==> src/rtl/fir_pkg.sv <==
// Shared FIR constants and the sample type used by the FIR output path.
package fir_pkg;

  localparam int FIR_DATA_W        = 16;
  localparam int FIR_OUT_DEPTH_DEF = 8;

  typedef logic [FIR_DATA_W-1:0] fir_sample_t;

endpackage

==> src/rtl/fir_out_mem.sv <==
// Sample storage for the FIR output FIFO: one write port, asynchronous read.
module fir_out_mem #(
  parameter int DEPTH  = 8,
  parameter int DATA_W = 16
) (
  input  logic                     clk,
  input  logic                     i_we,
  input  logic [$clog2(DEPTH)-1:0] i_waddr,
  input  logic [DATA_W-1:0]        i_wdata,
  input  logic [$clog2(DEPTH)-1:0] i_raddr,
  output logic [DATA_W-1:0]        o_rdata
);

  // Contents are left unreset; the buffer masks the read data while empty.
  logic [DATA_W-1:0] r_mem [DEPTH];

  always_ff @(posedge clk) begin
    if (i_we) r_mem[i_waddr] <= i_wdata;
  end

  assign o_rdata = r_mem[i_raddr];

endmodule

==> src/rtl/fir_out_buffer.sv <==
// FIFO between the FIR result port and a ready/valid consumer, with sticky
// overflow/error flags. Define FIR_OUT_PEAK_EN to build the peak tracker.
module fir_out_buffer
  import fir_pkg::*;
#(
  parameter int DEPTH  = FIR_OUT_DEPTH_DEF,
  parameter int DATA_W = FIR_DATA_W
) (
  input  logic                   clk,
  input  logic                   reset,
  input  logic [DATA_W-1:0]      fir_data,
  input  logic                   fir_valid,
  input  logic                   fir_error,
  input  logic                   clear,
  output logic [DATA_W-1:0]      out_data,
  output logic                   out_valid,
  input  logic                   out_ready,
  output logic [$clog2(DEPTH):0] level,
  output logic                   overflow,
  output logic                   err_seen,
  output logic [DATA_W-1:0]      peak
);

  localparam int             AW       = $clog2(DEPTH);
  localparam logic [AW-1:0]  PTR_ONE  = AW'(1);
  localparam logic [AW:0]    LVL_ONE  = (AW+1)'(1);
  localparam logic [AW:0]    LVL_FULL = (AW+1)'(DEPTH);

  logic [AW-1:0]     r_wr_ptr;
  logic [AW-1:0]     r_rd_ptr;
  logic [AW:0]       r_level;
  logic              r_overflow;
  logic              r_err_seen;
  logic              w_empty;
  logic              w_full;
  logic              w_pop;
  logic              w_push_req;
  logic              w_push;
  logic [DATA_W-1:0] w_rdata;

  assign w_empty    = (r_level == '0);
  assign w_full     = (r_level == LVL_FULL);
  assign w_pop      = !w_empty && out_ready;
  assign w_push_req = fir_valid && !fir_error;
  // A pop in the same cycle frees the slot, so a full FIFO still accepts.
  assign w_push     = w_push_req && (!w_full || w_pop);

  fir_out_mem #(
    .DEPTH  (DEPTH),
    .DATA_W (DATA_W)
  ) u_mem (
    .clk     (clk),
    .i_we    (w_push && !clear),
    .i_waddr (r_wr_ptr),
    .i_wdata (fir_data),
    .i_raddr (r_rd_ptr),
    .o_rdata (w_rdata)
  );

  always_ff @(posedge clk or negedge reset) begin
    if (!reset) begin
      r_wr_ptr   <= '0;
      r_rd_ptr   <= '0;
      r_level    <= '0;
      r_overflow <= 1'b0;
      r_err_seen <= 1'b0;
    end else if (clear) begin
      r_wr_ptr   <= '0;
      r_rd_ptr   <= '0;
      r_level    <= '0;
      r_overflow <= 1'b0;
      r_err_seen <= 1'b0;
    end else begin
      if (w_push) r_wr_ptr <= r_wr_ptr + PTR_ONE;
      if (w_pop)  r_rd_ptr <= r_rd_ptr + PTR_ONE;
      case ({w_push, w_pop})
        2'b10:   r_level <= r_level + LVL_ONE;
        2'b01:   r_level <= r_level - LVL_ONE;
        default: r_level <= r_level;
      endcase
      if (w_push_req && w_full && !w_pop) r_overflow <= 1'b1;
      if (fir_error)                      r_err_seen <= 1'b1;
    end
  end

  assign out_valid = !w_empty;
  assign out_data  = w_empty ? '0 : w_rdata;
  assign level     = r_level;
  assign overflow  = r_overflow;
  assign err_seen  = r_err_seen;

`ifdef FIR_OUT_PEAK_EN
  logic [DATA_W-1:0] r_peak;

  always_ff @(posedge clk or negedge reset) begin
    if (!reset) begin
      r_peak <= '0;
    end else if (clear) begin
      r_peak <= '0;
    end else if (w_push && (fir_data > r_peak)) begin
      r_peak <= fir_data;
    end
  end

  assign peak = r_peak;
`else
  assign peak = '0;
`endif

endmodule

==> config.mk <==
export PLATFORM = sky130hd
export DESIGN_NAME = fir_out_buffer
export DESIGN_NICKNAME = d
export VERILOG_FILES = /design/src/rtl/fir_pkg.sv /design/src/rtl/fir_out_mem.sv /design/src/rtl/fir_out_buffer.sv
export SDC_FILE = /design/constraint.sdc
export NUM_CORES = 1
export LEC_CHECK = 0
export CAP_MARGIN = 20
export CORE_ASPECT_RATIO = 1.25
export CORE_MARGIN = 1.5
export CORE_UTILIZATION = 31
export CTS_BUF_LIST = sky130_fd_sc_hd__clkbuf_8
export DETAILED_ROUTE_END_ITERATION = 8
export SLEW_MARGIN = 0
export SYNTH_ARGS = -nofsm -noshare
export SYNTH_HDL_FRONTEND = slang
export SYNTH_SLANG_ARGS = --single-unit
==> constraint.sdc <==
create_clock -name clk -period 3 [get_ports clk]
set_clock_uncertainty 0.05 [all_clocks]
set_input_delay 0.45 -clock clk [delete_from_list [all_inputs] [get_ports clk]]
set_output_delay 0.45 -clock clk [all_outputs]
set_load 0.1 [all_outputs]
==> qor.yml <==
run_status:
  status: "completed"
critical_path:
  arrival_ns: 2.35
  crit_fanout: 15
  r2r-start: "level[1]"
  r2r-end: "u_mem.r_mem[5][3]"
  r2r_cells: 5
  setup.worst_path.start: "r_rd_ptr[0]"
  critPathRequiredTime_ns: 2.50
  critPathKind: "register to primary output"
  r2r_setup_slack_ns: 0.67
  start_kind: "register"
  worst_setup_path_end_kind: "primary output"
  crit_end: "out_data[12]"
cts:
  cts_sinks: 140
  post-cts-setup-buffers: 0
  clk_latency_ns: 0.43
  cts-resized-gates: 0
  ctsHoldBuffers: 0
  cts-root-buf: "clkbuf_8"
  clk_pin_slew_ns: 0.07
  h-tree-depth: 4
  tritoncts: "done"
  cts_buffers: 17
  clock_path_buffers: 2
timing:
  period_share: 0.9516
  post-route-min-period_ns: 2.855
  whs_ns: 0.3385
  rsz0062_at_grt: "false"
  setup_ws_ns: 0.1451
  finalHoldViolCount: 0
  tightest_slew_ns: 0.5999
  drv_slew: 0
  setup_viol: 0
  max_slew_margin: 0.5988
  fmax_ghz: 0.3503
  setup_tns_ns: 0
synthesis:
  syn_inst: 310
  ys_seq_elements: 140
  ys_top_cells_by_area: "edfxtp_1 66%, mux4_2 12%, dfrtp_1 5.2%, mux2i_1 3.3%, buf_4 2.1%"
  synth_edf_count: 128
  yosys.area.top_type: "edfxtp_1"
  synthTopCellsByCount: "128 x edfxtp_1, 32 x mux4_2, 29 x nor2_1"
  synth_warnings: 0
  synth_area_sq_um: 5813
  yosys.cell_count.top_type: "edfxtp_1"
  synth.yosys.seq_area_share: 0.7129
  syn_avg_cell_area_sq_um: 18.75
  synth_top_area_frac: 0.6612
  ys.flop_type: "edfxtp_1"
  ys_types: 42
  synth-async-reset-ratio: 0.08571
floorplanning:
  io_pins: 61
  die_area_sq_um: 19590
  core-area_sq_um: 18240
  start_util: 0.3188
  placementRows: 55
  die_y_microns: 156.1
  fp.dieW_microns: 125.5
drt:
  drt_first_pass_iters: 4
  met3_wirelength_microns: 479
  vias_per_cell: 4.789
  route.met2.wl_microns: 5441
  wl_per_cell_microns: 18.39
  vias: 2921
  routed_wl_microns: 11220
  initialDrtViolationCount: 129
  routedLengthMet1_microns: 5055
  ant_nets: 0
  drc: 0
  topRoutingLayerUsed: "met4"
layout:
  seq_area_sq_um: 4145
  insertedDiodeCount: 0
  utilization: 0.3937
  drive_gt1_frac: 0.3089
  fillers: 1651
  nets: 397
  multiInputGateArea_sq_um: 1584
  area_growth_pct: 23.50
  fin_area_sq_um: 7179
  stdcell_count: 610
placed_design:
  place.gp.congestion: 0.7509
  port_buffers: 44
  dp_cells: 580
  hpwl_microns: 6714
  post_dp_cell_area_sq_um: 6745
  place_ws_ns: 0.3928
power:
  p_sw_mw: 3.024
  seqPwrFrac: 0.314
  p_clk_frac: 0.228
  p_sw_frac: 0.4146
  p_int_mw: 4.271
  pwr-share-comb: 0.458
  finalPower_mw: 7.295
  p_per_area_nw_per_um2: 1016
  vdd_ir_drop_max_mv: 0.6547
  leakage_nw: 2.341
grt:
  antenna_found_initial: 0
  grt_pass1_wl_microns: 17560
  grt_usage: 0.1219
  grt_max_degree: 35
  grt_pass1_vias: 3127
  overflow: 0
hold_path:
  hold_path_class: "primary input to asynchronous set/reset pin"
job:
  max_cap_violations: 0
## cell usage in the layout, fill, tap and decap left out, types with 11 or more instances in the layout
| master | count |
|---|---|
| dfrtp_1 | 11 |
| mux2i_1 | 19 |
| clkdlybuf4s50_1 | 21 |
| conb_1 | 16 |
| clkbuf_8 | 17 |
| edfxtp_1 | 128 |
| buf_12 | 18 |
| buf_4 | 19 |
| mux4_2 | 32 |
| nor2_1 | 26 |
## power by group through the flow
stage	registers (mW)	clock network (mW)	logic, mW
2_1_floorplan	2.43	0	2.22
3_3_place_gp	2.33	0	3.37
3_5_place_dp	2.34	0	3.37
4_1_cts	2.29	1.71	3.38
5_1_grt	2.31	1.78	3.48
6_report	2.29	1.66	3.34
## per-layer routing
| layer | vias up | GRT usage |
|---|---|---|
| met4 | 0 | 0.05844 |
| li1 | 1308 | - |
| met2 | 83 | 0.2013 |
| met3 | 18 | 0.03189 |
| met5 | - | 0 |
| met1 | 1512 | 0.1490 |
## final cells by class
cell class	instances	area share
inverters	4	0.002440
well taps	228	0.03974
clock inverters	13	0.02788
clock buffers	17	0.03259
multi-input cells	150	0.2206
repair buffers	58	0.09934
flip-flops and latches	140	0.5774
## worst max-delay path, stage by stage (launching register included)
cell and delay, ns:
dfrtp_2 0.66, buf_12 0.25, mux4_2 0.51, mux2i_1 0.21, nor2_2 0.09, buf_12 0.19
## sequential cells by signal, summed over array words and instances (netlist names)
| name | flops |
|---|---|
| u_mem.r_mem | 128 |
| level | 4 |
| r_rd_ptr | 3 |
| r_wr_ptr | 3 |
| err_seen | 1 |
| overflow | 1 |
## worst min-delay path by stage
stage / from / endpoint / slack [ns] / cells past startpoint
floorplan: reset / err_seen / 0.10 / 0
global placement: err_seen / err_seen / 0.44 / 2
detailed placement: err_seen / err_seen / 0.46 / 2
CTS: reset / level[2] / 0.34 / 1
global route: reset / err_seen / 0.37 / 1
finish: reset / level[2] / 0.34 / 1
## cell families (layout without fill, tap and decap cells)
family | after synthesis | in the layout | share of synthesized area
flops | 140 | 140 | 0.7129
simple gates | 57 | 57 | 0.05015
mux | 52 | 52 | 0.1593
buf+inv | 35 | 92 | 0.03595
compound gates | 15 | 15 | 0.02346
xor+xnor | 6 | 6 | 0.009040
fa+ha+maj | 4 | 4 | 0.008610
other cells | 1 | 16 | 0.0006451
(Power assumes the default switching activity.)
